--- src/rtl/uart_ctrl_if.sv ---
// Handshake and UART-facing signal bundle for uart_ctrl.
// The master side is the controller; the slave side is the requesters, the consumer and the uart block.
interface uart_ctrl_if;
    logic       req0_valid;
    logic [7:0] req0_data;
    logic       req0_ready;
    logic       req1_valid;
    logic [7:0] req1_data;
    logic       req1_ready;
    logic       uart_write;
    logic [7:0] uart_datain;
    logic       uart_txrdy;
    logic       uart_read;
    logic [7:0] uart_dataout;
    logic       uart_rxrdy;
    logic       uart_parityerr;
    logic       uart_framingerr;
    logic       uart_overrun;
    logic       rx_valid;
    logic [7:0] rx_data;
    logic [2:0] rx_err;
    logic       rx_pop;
    logic [7:0] rx_drop_cnt;
    logic       tx_timeout;

    modport master (
        input  req0_valid, req0_data, req1_valid, req1_data,
        output req0_ready, req1_ready,
        output uart_write, uart_datain, uart_read,
        input  uart_txrdy, uart_dataout, uart_rxrdy,
        input  uart_parityerr, uart_framingerr, uart_overrun,
        output rx_valid, rx_data, rx_err, rx_drop_cnt, tx_timeout,
        input  rx_pop
    );

    modport slave (
        output req0_valid, req0_data, req1_valid, req1_data,
        input  req0_ready, req1_ready,
        input  uart_write, uart_datain, uart_read,
        output uart_txrdy, uart_dataout, uart_rxrdy,
        output uart_parityerr, uart_framingerr, uart_overrun,
        input  rx_valid, rx_data, rx_err, rx_drop_cnt, tx_timeout,
        output rx_pop
    );
endinterface

--- src/rtl/uart_ctrl.sv ---
// Host-side uart controller: round-robin TX sharing between two requesters,
// RX drain into a small FIFO with per-byte error flags.
module uart_ctrl #(
    parameter int RX_DEPTH     = 4,
    parameter int BUSY_TIMEOUT = 32
) (
    input  logic          mclkx16,
    input  logic          reset,
    uart_ctrl_if.master   u
);
    localparam int AW = $clog2(RX_DEPTH);
    localparam int CW = $clog2(BUSY_TIMEOUT + 1);

    typedef enum logic [1:0] {TX_IDLE, TX_STROBE, TX_WAIT_BUSY, TX_WAIT_DONE} tx_st_t;
    typedef enum logic [1:0] {RX_IDLE, RX_ACK, RX_WAIT_CLR} rx_st_t;

    tx_st_t        tx_st;
    rx_st_t        rx_st;
    logic          last;
    logic          write_q, read_q, timeout_q;
    logic [7:0]    datain_q;
    logic [CW-1:0] cnt;
    logic [7:0]    drop_cnt;

    // ---------------- TX arbitration ----------------
    // last=1 means req1 was served last, so req0 wins a tie.
    logic g0, g1, tx_idle, rdy0, rdy1, tx_acc;
    assign g0      = u.req0_valid & (~u.req1_valid | last);
    assign g1      = u.req1_valid & (~u.req0_valid | ~last);
    assign tx_idle = (tx_st == TX_IDLE);
    assign rdy0    = tx_idle & u.uart_txrdy & g0;
    assign rdy1    = tx_idle & u.uart_txrdy & g1;
    assign tx_acc  = rdy0 | rdy1;

    always_ff @(posedge mclkx16 or negedge reset) begin
        if (!reset) begin
            tx_st     <= TX_IDLE;
            last      <= 1'b1;
            write_q   <= 1'b1;
            datain_q  <= 8'h00;
            cnt       <= '0;
            timeout_q <= 1'b0;
        end else begin
            case (tx_st)
                TX_IDLE: if (tx_acc) begin
                    datain_q <= rdy0 ? u.req0_data : u.req1_data;
                    last     <= rdy1;
                    write_q  <= 1'b0;
                    tx_st    <= TX_STROBE;
                end
                TX_STROBE: begin
                    write_q <= 1'b1;
                    cnt     <= '0;
                    tx_st   <= TX_WAIT_BUSY;
                end
                TX_WAIT_BUSY: begin
                    if (!u.uart_txrdy)
                        tx_st <= TX_WAIT_DONE;
                    else if (cnt == CW'(BUSY_TIMEOUT - 1)) begin
                        timeout_q <= 1'b1;
                        tx_st     <= TX_IDLE;
                    end else
                        cnt <= cnt + 1'b1;
                end
                TX_WAIT_DONE: if (u.uart_txrdy) tx_st <= TX_IDLE;
                default: tx_st <= TX_IDLE;
            endcase
        end
    end

    // ---------------- RX capture and FIFO ----------------
    logic [10:0]   mem [RX_DEPTH];
    logic [AW:0]   wptr, rptr;
    logic          empty, full, push, pop, wr_en, drop;
    logic [10:0]   head;

    assign empty = (wptr == rptr);
    assign full  = (wptr[AW] != rptr[AW]) && (wptr[AW-1:0] == rptr[AW-1:0]);
    assign push  = (rx_st == RX_IDLE) & u.uart_rxrdy;
    assign pop   = u.rx_pop & ~empty;
    // A pop on a full FIFO frees the slot the simultaneous push needs.
    assign wr_en = push & (~full | pop);
    assign drop  = push & full & ~pop;
    assign head  = mem[rptr[AW-1:0]];

    always_ff @(posedge mclkx16) begin
        if (wr_en)
            mem[wptr[AW-1:0]] <= {u.uart_overrun, u.uart_framingerr, u.uart_parityerr, u.uart_dataout};
    end

    always_ff @(posedge mclkx16 or negedge reset) begin
        if (!reset) begin
            rx_st    <= RX_IDLE;
            read_q   <= 1'b1;
            wptr     <= '0;
            rptr     <= '0;
            drop_cnt <= 8'h00;
        end else begin
            if (wr_en) wptr <= wptr + 1'b1;
            if (pop)   rptr <= rptr + 1'b1;
            if (drop && drop_cnt != 8'hFF) drop_cnt <= drop_cnt + 1'b1;
            case (rx_st)
                RX_IDLE: if (u.uart_rxrdy) begin
                    read_q <= 1'b0;
                    rx_st  <= RX_ACK;
                end
                RX_ACK: begin
                    read_q <= 1'b1;
                    rx_st  <= RX_WAIT_CLR;
                end
                RX_WAIT_CLR: if (!u.uart_rxrdy) rx_st <= RX_IDLE;
                default: rx_st <= RX_IDLE;
            endcase
        end
    end

    assign u.req0_ready  = rdy0;
    assign u.req1_ready  = rdy1;
    assign u.uart_write  = write_q;
    assign u.uart_datain = datain_q;
    assign u.uart_read   = read_q;
    assign u.rx_valid    = ~empty;
    assign u.rx_data     = empty ? 8'h00 : head[7:0];
    assign u.rx_err      = empty ? 3'b000 : head[10:8];
    assign u.rx_drop_cnt = drop_cnt;
    assign u.tx_timeout  = timeout_q;
endmodule

--- src/flat_wrapper.sv ---
// flat-port wrapper written by rule: the top's interface ports become plain ports
module uart_ctrl_flat 
#(
    parameter int RX_DEPTH     = 4,
    parameter int BUSY_TIMEOUT = 32
)
  (mclkx16, reset, u_req0_valid, u_req0_data, u_req1_valid, u_req1_data, u_req0_ready, u_req1_ready, u_uart_write, u_uart_datain, u_uart_read, u_uart_txrdy, u_uart_dataout, u_uart_rxrdy, u_uart_parityerr, u_uart_framingerr, u_uart_overrun, u_rx_valid, u_rx_data, u_rx_err, u_rx_drop_cnt, u_tx_timeout, u_rx_pop);
  uart_ctrl_if u_i ();
  input  logic mclkx16;
  input  logic reset;
  input wire logic [$bits(u_i.req0_valid)-1:0] u_req0_valid;
  input wire logic [$bits(u_i.req0_data)-1:0] u_req0_data;
  input wire logic [$bits(u_i.req1_valid)-1:0] u_req1_valid;
  input wire logic [$bits(u_i.req1_data)-1:0] u_req1_data;
  output wire logic [$bits(u_i.req0_ready)-1:0] u_req0_ready;
  output wire logic [$bits(u_i.req1_ready)-1:0] u_req1_ready;
  output wire logic [$bits(u_i.uart_write)-1:0] u_uart_write;
  output wire logic [$bits(u_i.uart_datain)-1:0] u_uart_datain;
  output wire logic [$bits(u_i.uart_read)-1:0] u_uart_read;
  input wire logic [$bits(u_i.uart_txrdy)-1:0] u_uart_txrdy;
  input wire logic [$bits(u_i.uart_dataout)-1:0] u_uart_dataout;
  input wire logic [$bits(u_i.uart_rxrdy)-1:0] u_uart_rxrdy;
  input wire logic [$bits(u_i.uart_parityerr)-1:0] u_uart_parityerr;
  input wire logic [$bits(u_i.uart_framingerr)-1:0] u_uart_framingerr;
  input wire logic [$bits(u_i.uart_overrun)-1:0] u_uart_overrun;
  output wire logic [$bits(u_i.rx_valid)-1:0] u_rx_valid;
  output wire logic [$bits(u_i.rx_data)-1:0] u_rx_data;
  output wire logic [$bits(u_i.rx_err)-1:0] u_rx_err;
  output wire logic [$bits(u_i.rx_drop_cnt)-1:0] u_rx_drop_cnt;
  output wire logic [$bits(u_i.tx_timeout)-1:0] u_tx_timeout;
  input wire logic [$bits(u_i.rx_pop)-1:0] u_rx_pop;
  assign u_i.req0_valid = u_req0_valid;
  assign u_i.req0_data = u_req0_data;
  assign u_i.req1_valid = u_req1_valid;
  assign u_i.req1_data = u_req1_data;
  assign u_req0_ready = u_i.req0_ready;
  assign u_req1_ready = u_i.req1_ready;
  assign u_uart_write = u_i.uart_write;
  assign u_uart_datain = u_i.uart_datain;
  assign u_uart_read = u_i.uart_read;
  assign u_i.uart_txrdy = u_uart_txrdy;
  assign u_i.uart_dataout = u_uart_dataout;
  assign u_i.uart_rxrdy = u_uart_rxrdy;
  assign u_i.uart_parityerr = u_uart_parityerr;
  assign u_i.uart_framingerr = u_uart_framingerr;
  assign u_i.uart_overrun = u_uart_overrun;
  assign u_rx_valid = u_i.rx_valid;
  assign u_rx_data = u_i.rx_data;
  assign u_rx_err = u_i.rx_err;
  assign u_rx_drop_cnt = u_i.rx_drop_cnt;
  assign u_tx_timeout = u_i.tx_timeout;
  assign u_i.rx_pop = u_rx_pop;
  uart_ctrl #(.RX_DEPTH(RX_DEPTH), .BUSY_TIMEOUT(BUSY_TIMEOUT)) u_core (.mclkx16(mclkx16), .reset(reset), .u(u_i));
endmodule
--- config.mk ---
export PLATFORM = sky130hd
export DESIGN_NAME = uart_ctrl_flat
export DESIGN_NICKNAME = d
export VERILOG_FILES = /design/src/rtl/uart_ctrl_if.sv /design/src/rtl/uart_ctrl.sv /design/src/flat_wrapper.sv
export SDC_FILE = /design/constraint.sdc
export NUM_CORES = 1
export LEC_CHECK = 0
export BUFFER_PORTS_ARGS = -buffer_cell sky130_fd_sc_hd__buf_4
export CAP_MARGIN = 20
export CORE_UTILIZATION = 45
export CTS_CLUSTER_DIAMETER = 100
export DETAILED_ROUTE_END_ITERATION = 8
export PLACE_DENSITY = 0.7
export SYNTH_ARGS = -nofsm -noshare
export SYNTH_HDL_FRONTEND = slang
export SYNTH_SLANG_ARGS = --single-unit
--- constraint.sdc ---
create_clock -name mclkx16 -period 1.9 [get_ports mclkx16]
set_input_delay 0.57 -clock mclkx16 [delete_from_list [all_inputs] [get_ports mclkx16]]
set_output_delay 0.57 -clock mclkx16 [all_outputs]
set_load 0.005 [all_outputs]
==> results of run 1 <==
layer usage:
metal	wire (um)	share of wire (%)
met5	0	0
met4	112	1.7
met3	407	6.3
met2	3010	47
met1	2890	45
flip-flops by register name (all words and copies together), names as in the netlist:
signal	cells
u_core.u.uart_read	1
u_core.last	1
u_core.rptr	3
u_core.u.rx_drop_cnt	8
u_core.tx_st	2
u_core.u.tx_timeout	1
u_core.u.uart_datain	8
u_core.wptr	3
u_core.cnt	6
u_core.mem	44
u_core.u.uart_write	1
u_core.rx_st	2
power by group:
part           internal (mW)  leakage, nW  switching, mW
Clock                  0.635        0.107          0.667
Sequential              2.29        0.848          0.242
Combinational           1.52         1.01           1.11
Total                   4.45         1.96           2.02
critical path: stages, from the launching register on:
cell     delay [ns]
dfrtp_1        0.40
buf_12         0.17
mux4_2         0.51
nor2b_1        0.14
buf_4          0.13
per-stage QoR:
step / std cells / hold slack, ns / setup WS, ns
after CTS: 439 / 0.174 / -0.407
after global routing: 444 / 0.190 / -0.442
after detailed placement: 420 / 0.470 / -0.224
after floorplan: 244 / 0.274 / -0.139
final: 444 / 0.169 / -0.376
after global placement: 420 / 0.456 / -0.191
timing repair:
action | in CTS | in global routing
gates cloned | 0 | 2
pin swaps | 3 | 6
endpoints found under the setup margin | 47 | 48
buffers inserted | 3 | 3
resized for setup | 11 | 15
cell usage in the layout, fill, tap and decap left out, types with 2 or more instances in the layout:
| cell | instances |
|---|---|
| mux2i_1 | 8 |
| inv_2 | 2 |
| clkinv_4 | 2 |
| nand2b_1 | 2 |
| ha_1 | 7 |
| nand4_1 | 3 |
| buf_6 | 4 |
| a22o_1 | 5 |
| nor2_1 | 14 |
| a31oi_1 | 3 |
| clkbuf_8 | 9 |
| xor2_1 | 4 |
| nand3_1 | 6 |
| inv_6 | 3 |
| buf_12 | 2 |
| buf_4 | 86 |
| nand2_1 | 14 |
| xnor2_1 | 9 |
| edfxtp_1 | 44 |
| and3_1 | 5 |
| nor2b_1 | 12 |
| nor3b_1 | 3 |
| a21oi_1 | 10 |
| dfstp_2 | 3 |
| o21ai_0 | 7 |
| inv_1 | 8 |
| nand3_2 | 2 |
| mux4_2 | 11 |
| and3_4 | 6 |
| dfrtp_1 | 33 |
cell type report:
type	instances	share of cell area [%]
clock buffer	9	2.72
clock inverter	7	1.87
inverter	10	0.824
multi-input combinational	147	27.0
sequential	80	48.9
tap	99	2.72
timing repair buffer	92	16.0
cells by family (layout without fill, tap and decap cells):
group                      count (synthesis)  in the layout  synth area share (%)
xor gates and xnor gates                  13             13                  3.31
buffers and inverters                     19            118                  2.15
AOI/OAI and AO/OA                         31             31                  6.19
adders and majority gates                  7              7                  2.55
muxes                                     21             21                  10.2
and+or+nand+nor                           73             75                  10.8
DFF                                       80             80                  64.8
final timing paths:
kind,from,endpoint,slack (ns),cells past startpoint
max,u_core.rptr[0],u_rx_data[4],-0.38,4
min,reset,u_core.u.tx_timeout,0.17,1
max reg2reg,u_core.rptr[0],u_core.mem[0][2],-0.16,7
min reg2reg,u_core.u.tx_timeout,u_core.u.tx_timeout,0.49,1
max in group asynchronous,reset,u_core.u.uart_read,1.37,1
min in group mclkx16,u_uart_overrun,u_core.mem[3][10],0.41,1
==> impl_metrics.tcl, run 1 <==
set metrics [dict create \
    tns_ns -8.45 \
    drt_wl_total_um 6420 \
    setup.worst_path.start_class "flip-flop" \
    wire_per_inst_um 14.5 \
    dr.pass1.iters 6 \
    clockBufferDepth 2 \
    dpl-instance-area_um2 4200 \
    diodes 0 \
    finalPower_mw 6.47 \
    min_period_ns 2.28 \
    postSynth.asyncResetShare_pct 45.0 \
    syn_area_per_cell_um2 14.1 \
    outcome "finished with violations" \
    fin_ws_ns -0.376 \
    place.gp.congestion 0.768 \
    die_area_um2 7990 \
    multiInputGateArea_um2 1230 \
    critPathKind "reg2out" \
    synth_common_cells "edfxtp_1 (44), dfrtp_1 (33), nor2_1 (16)" \
    worst_slew_pin_slew_ns 0.476 \
    ys_seq_elements 80 \
    io_pins 67 \
    area_growth_pct 32.6 \
    syn_nets 285 \
    end_kind "primary output" \
    use_met1_pct 21.6 \
    num_vias 2255 \
    grt_max_degree 37 \
    hold_viol_final 0 \
    path_max_fanout 12 \
    synth.most_common_cell "edfxtp_1" \
    rsz0062_at_grt "true" \
    use_met3_pct 5.08 \
    drc 0 \
    die_y_um 89.4 \
    hold_path_class "in2async" \
    power.density_nw_per_um2 1420 \
    finalNetCount 381 \
    initial_core_util_pct 46.9 \
    finalInstanceArea_um2 4550 \
    fillCellCount 561 \
    synth.area.top_cells "edfxtp_1 (38%), dfrtp_1 (24%), mux4_2 (7.2%)" \
    final_util_pct 62.1 \
    syn_area_um2 3440 \
    relSlewSlack_pct 68.2 \
    grt_pass1_vias 2179 \
    yosys_warnings 0 \
    finClkSkew_ns 0.00941 \
    cts_buffers 9 \
    worst_ep_arrival_time_ns 1.71 \
    ys_types 33 \
    clock_sinks 80 \
    antenna_found_initial 0 \
    final_antenna_net_count 0 \
    h-tree-depth 3 \
    synth_top_area_share_pct 38.5 \
    grt_usage_pct 17.3 \
    finalSetupViolCount 57 \
    clock_latency_ns 0.35 \
    p_leak_nw 1.96 \
    busiest_layer "met2" \
    syn_inst 244 \
    dp_hpwl_um 4390 \
    vdd_ir_drop_max_uv 679 \
    io_buffer_count 66 \
    maxSlewViolCount 0 \
    routed_via_density 5.08 \
    cts_root_buffer "clkbuf_8" \
    grt_pass1_wl_um 9960 \
    fmax_mhz 439 \
    synth_area_leader_cell "edfxtp_1" \
    grt_overflow 0 \
    seq_area_um2 2230 \
    violations "negative setup slack" \
    cts_tree "done" \
    coreArea_um2 7330 \
    cp.required_ns 1.33 \
    drt_iter0_drc 90 \
    max_cap_violations 0 \
    clk_pin_slew_ns 0.08 \
    cts_hold_buf 0 \
    drive_gt1_share_pct 41.7 \
    die_w_um 89.4 \
    ys.flop_type "edfxtp_1" \
    finalCritPeriodShare_pct 120 \
    grt_use_met2_pct 27.3 \
    synth-edff-count 44 \
    seq_area_frac_synth_pct 64.8 \
    row_count 31 \
]
Note: power is estimated with default switching activity, not from simulation.
==> run 2, diff against run 1 <==
BUFFER_PORTS_ARGS = -buffer_cell sky130_fd_sc_hd__buf_2   (was -buffer_cell sky130_fd_sc_hd__buf_4)
SETUP_SLACK_MARGIN = 0.4   (was default)
SKIP_LAST_GASP = 1   (was default)
==> impl_metrics.tcl, run 2 (synthesis results as in run 1) <==
set metrics [dict create \
    outcome "finished with violations" \
    violations "negative setup slack" \
    io_pins 67 \
    die_area_um2 7990 \
    r2r_cells 5 \
    grt_max_degree 21 \
    row_count 31 \
    die_w_um 89.4 \
    final_cells 464 \
    fin_ws_ns -0.366 \
    place.gp.congestion 0.768 \
    power.density_nw_per_um2 1440 \
    min_period_ns 2.27 \
    critPathKind "reg2out" \
    h-tree-depth 3 \
    finalPower_mw 6.79 \
    whs_ns 0.170 \
    r2r-end "u_core.u.rx_drop_cnt[1]" \
    clockBufferDepth 2 \
    antenna_found_initial 0 \
    clock_sinks 80 \
    final_antenna_net_count 0 \
    hold_path_class "in2async" \
    worstReg2RegStart "u_core.wptr[1]" \
    routed_via_density 5.14 \
    finalSetupViolCount 19 \
    grt_pass1_vias 2358 \
    cts_hold_buf 0 \
    clock_latency_ns 0.35 \
    coreArea_um2 7330 \
    area_growth_pct 37.1 \
    drt_iter0_drc 101 \
    finalCritPeriodShare_pct 119 \
    path_max_fanout 12 \
    grt_overflow 0 \
    relSlewSlack_pct 69.1 \
    dpl-instance-area_um2 4100 \
    tns_ns -4.58 \
    vdd_ir_drop_max_uv 689 \
    max_cap_violations 0 \
    die_y_um 89.4 \
    setup.worst_path.start_class "flip-flop" \
    cp.required_ns 1.33 \
    layout_common_cells "buf_2 (63), edfxtp_1 (44), buf_4 (32)" \
    final_util_pct 64.2 \
    cts_buffers 9 \
    maxSlewViolCount 0 \
    dr.pass1.iters 4 \
    dp.cells 422 \
    cts_tree "done" \
    grt_usage_pct 20.5 \
    place_ws_ns -0.275 \
    p_leak_nw 2.11 \
    wire_per_inst_um 16.1 \
    io_buffer_count 66 \
    worst_ep_arrival_time_ns 1.70 \
    initial_core_util_pct 46.9 \
    finalInstanceArea_um2 4710 \
    grt_pass1_wl_um 11700 \
    end_kind "primary output" \
    drt_wl_total_um 7480 \
    hold_viol_final 0 \
    finalNetCount 400 \
    rsz0062_at_grt "true" \
    drc 0 \
    finClkSkew_ns 0.0103 \
    clk_pin_slew_ns 0.08 \
    dp_hpwl_um 4460 \
    largest_reg_flops 44 \
    worst_slew_pin_slew_ns 0.463 \
    reg2reg_slack_ns -0.13 \
    final_common_cell "buf_2" \
    cts_root_buffer "clkbuf_8" \
    fmax_mhz 441 \
    drive_gt1_share_pct 50.0 \
    num_vias 2385 \
]
[run 2: power breakdown]
part           switching, mW  total, mW  internal [mW]
logic                   1.34       3.00           1.66
clock network          0.628       1.23          0.606
registers              0.259       2.56           2.30
total                   2.23       6.79           4.56
[run 2: routing by layer]
metal  track usage [%]  vias to the layer above  wire, um
met5                 0                        -         0
met4              10.4                        0        98
met3              5.17                        8       420
met2              32.2                       79      3670
met1              26.5                     1164      3300
li1                  -                     1134         -
[run 2: worst max path at each step]
stage | from | depth (start not counted) | to
final | u_core.rptr[0] | 4 | u_rx_err[2]
after global routing | u_core.rptr[0] | 4 | u_rx_err[2]
after CTS | u_core.rptr[0] | 4 | u_rx_err[2]
after detailed placement | u_rx_pop | 4 | u_core.u.rx_drop_cnt[1]
after global placement | u_rx_pop | 4 | u_core.u.rx_drop_cnt[1]
after floorplan | u_core.rptr[1] | 5 | u_core.u.rx_drop_cnt[1]
[run 2: timing repair]
item / CTS / global route
pin swaps: 10 / 10
setup endpoints to repair: 81 / 81
setup buffers: 10 / 10
cloned: 5 / 0
resized for setup: 30 / 21
[run 2: critical path, cell delays in order, from the launching register on]
cell and delay [ns]:
dfrtp_2 0.40, buf_12 0.17, mux4_2 0.52, nor2b_1 0.15
buf_2 0.12
[run 2: layout make-up]
class	instances	area, um2
Clock buffer	9	124
Clock inverter	7	72.6
Sequential cell	80	2230
Antenna cell	1	2.50
Inverter	10	37.5
Timing Repair Buffer	109	731
Multi-Input combinational cell	149	1390
Fill cell	526	2620
Tap cell	99	124
==> run 3, diff against run 2 <==
==> constraint.sdc (replaced) <==
create_clock -name mclkx16 -period 1.9 [get_ports mclkx16]
set_input_delay 0.38 -clock mclkx16 [delete_from_list [all_inputs] [get_ports mclkx16]]
set_output_delay 0.38 -clock mclkx16 [all_outputs]
set_load 0.005 [all_outputs]
==> impl_metrics.tcl, run 3 (synthesis results as in run 1) <==
set metrics [dict create \
    dpl-instance-area_um2 4020 \
    outcome "finished with violations" \
    p_leak_nw 2.06 \
    worst_ep_arrival_time_ns 1.69 \
    num_vias 2366 \
    clock_sinks 80 \
    maxSlewViolCount 0 \
    max_cap_violations 0 \
    dr.pass1.iters 4 \
    cts_hold_buf 0 \
    finalSetupViolCount 67 \
    fin_ws_ns -0.171 \
    drc 0 \
    min_period_ns 2.07 \
    dr.max_layer_used "met5" \
    layout_common_cells "buf_2 (66), edfxtp_1 (44), dfrtp_1 (32)" \
    io_pins 67 \
    die_y_um 89.4 \
    m1WireLength_um 3110 \
    rsz0062_at_grt "true" \
    power.density_nw_per_um2 1420 \
    dp_hpwl_um 4390 \
    io_buffer_count 66 \
    area_growth_pct 33.5 \
    grt_usage_pct 18.9 \
    antenna_found_initial 1 \
    die_w_um 89.4 \
    h-tree-depth 3 \
    hold_viol_final 14 \
    critPathKind "reg2out" \
    cts_buffers 9 \
    final_common_cell "buf_2" \
    relSlewSlack_pct 67.0 \
    routed_via_density 5.17 \
    finalPower_mw 6.49 \
    row_count 31 \
    setup.worst_path.start_class "flip-flop" \
    fmax_mhz 483 \
    largest_reg_flops 44 \
    grt_pass1_wl_um 11000 \
    worst_slew_pin_slew_ns 0.495 \
    clk_pin_slew_ns 0.08 \
    diodes 0 \
    finalCritPeriodShare_pct 109 \
    place_ws_ns -0.126 \
    finalInstanceArea_um2 4590 \
    cp.required_ns 1.52 \
    cts_tree "done" \
    drive_gt1_share_pct 47.1 \
    whs_ns -0.0117 \
    violations "negative hold slack, negative setup slack" \
    hold_path_class "in2async" \
    drt_wl_total_um 7160 \
    grt_max_degree 22 \
    finClkSkew_ns 0.00745 \
    wire_per_inst_um 15.6 \
    end_kind "primary output" \
    wl_met2_um 3560 \
    clockBufferDepth 2 \
    vdd_ir_drop_max_uv 613 \
    final_antenna_net_count 0 \
    drt_iter0_drc 59 \
    coreArea_um2 7330 \
    path_max_fanout 12 \
    grt_overflow 0 \
    die_area_um2 7990 \
    wl_met3_um 322 \
    cts_root_buffer "clkbuf_8" \
    initial_core_util_pct 46.9 \
    place.gp.congestion 0.772 \
    finalNetCount 395 \
    clock_latency_ns 0.35 \
    final_util_pct 62.6 \
    grt_pass1_vias 2322 \
]
==> run 3: cell count changes in the layout (fill, tap and decap cells not counted), sizes merged <==
| cell | change |
|---|---|
| clkinv | -1 |
| diode | -1 |
| clkbuf | +2 |
| buf | -6 |
| bufinv | -1 |
| clkinvlp | +1 |
==> run 3: repair_timing <==
action / 4_1_cts / 5_1_grt
pin swaps: 11 / 16
buffers inserted: 11 / 6
setup endpoints to repair: 72 / 82
resized for setup: 32 / 22
gates cloned: 4 / 1
==> run 3: worst paths after layout <==
| kind | slack (ns) | from | end | depth (start not counted) |
|---|---|---|---|---|
| min in group mclkx16 | 0.24 | u_uart_overrun | u_core.mem[2][10] | 1 |
| min | -0.01 | reset | u_core.u.uart_datain[6] | 1 |
| max reg2reg | -0.15 | u_core.wptr[1] | u_core.u.rx_drop_cnt[1] | 5 |
| min reg2reg | 0.47 | u_core.last | u_core.last | 2 |
| max | -0.17 | u_core.rptr[0] | u_rx_data[3] | 4 |
| max in group asynchronous | 1.39 | reset | u_core.cnt[3] | 2 |
==> run 3: stage by stage <==
| stage | TNS [ns] | cells | hold slack [ns] |
|---|---|---|---|
| after floorplan | -0.297 | 244 | 0.0844 |
| after global routing | -10.82 | 458 | 0.0178 |
| after global placement | -1.61 | 420 | 0.370 |
| after detailed placement | -3.68 | 420 | 0.373 |
| final | -7.79 | 458 | -0.0117 |
| after CTS | -2.38 | 451 | 0.000206 |
==> run 3: layout make-up <==
class / count / area, um2
fillers: 563 / 2740
flip-flops and latches: 80 / 2230
multi-input cells: 149 / 1360
repair buffers: 104 / 679
clock buffers: 10 / 128
well taps: 99 / 124
inverters: 10 / 37.5
clock inverters: 6 / 36.3
==> run 3: critical path, stage by stage, from the launching register on <==
cell and delay (ns):
dfrtp_2 0.40, buf_12 0.16, mux4_2 0.52, nor2b_1 0.14
buf_2 0.12
==> run 3: per-layer routing <==
| layer | vias to the layer above | global-route usage, % |
|---|---|---|
| met1 | 1147 | 23.9 |
| li1 | 1128 | - |
| met4 | 2 | 7.50 |
| met3 | 16 | 4.34 |
| met5 | - | 0 |
| met2 | 73 | 31.6 |
==> run 3: where the power goes <==
part           switching [mW]  internal, mW
clock network           0.616         0.465
registers               0.234          2.29
logic                    1.31          1.58
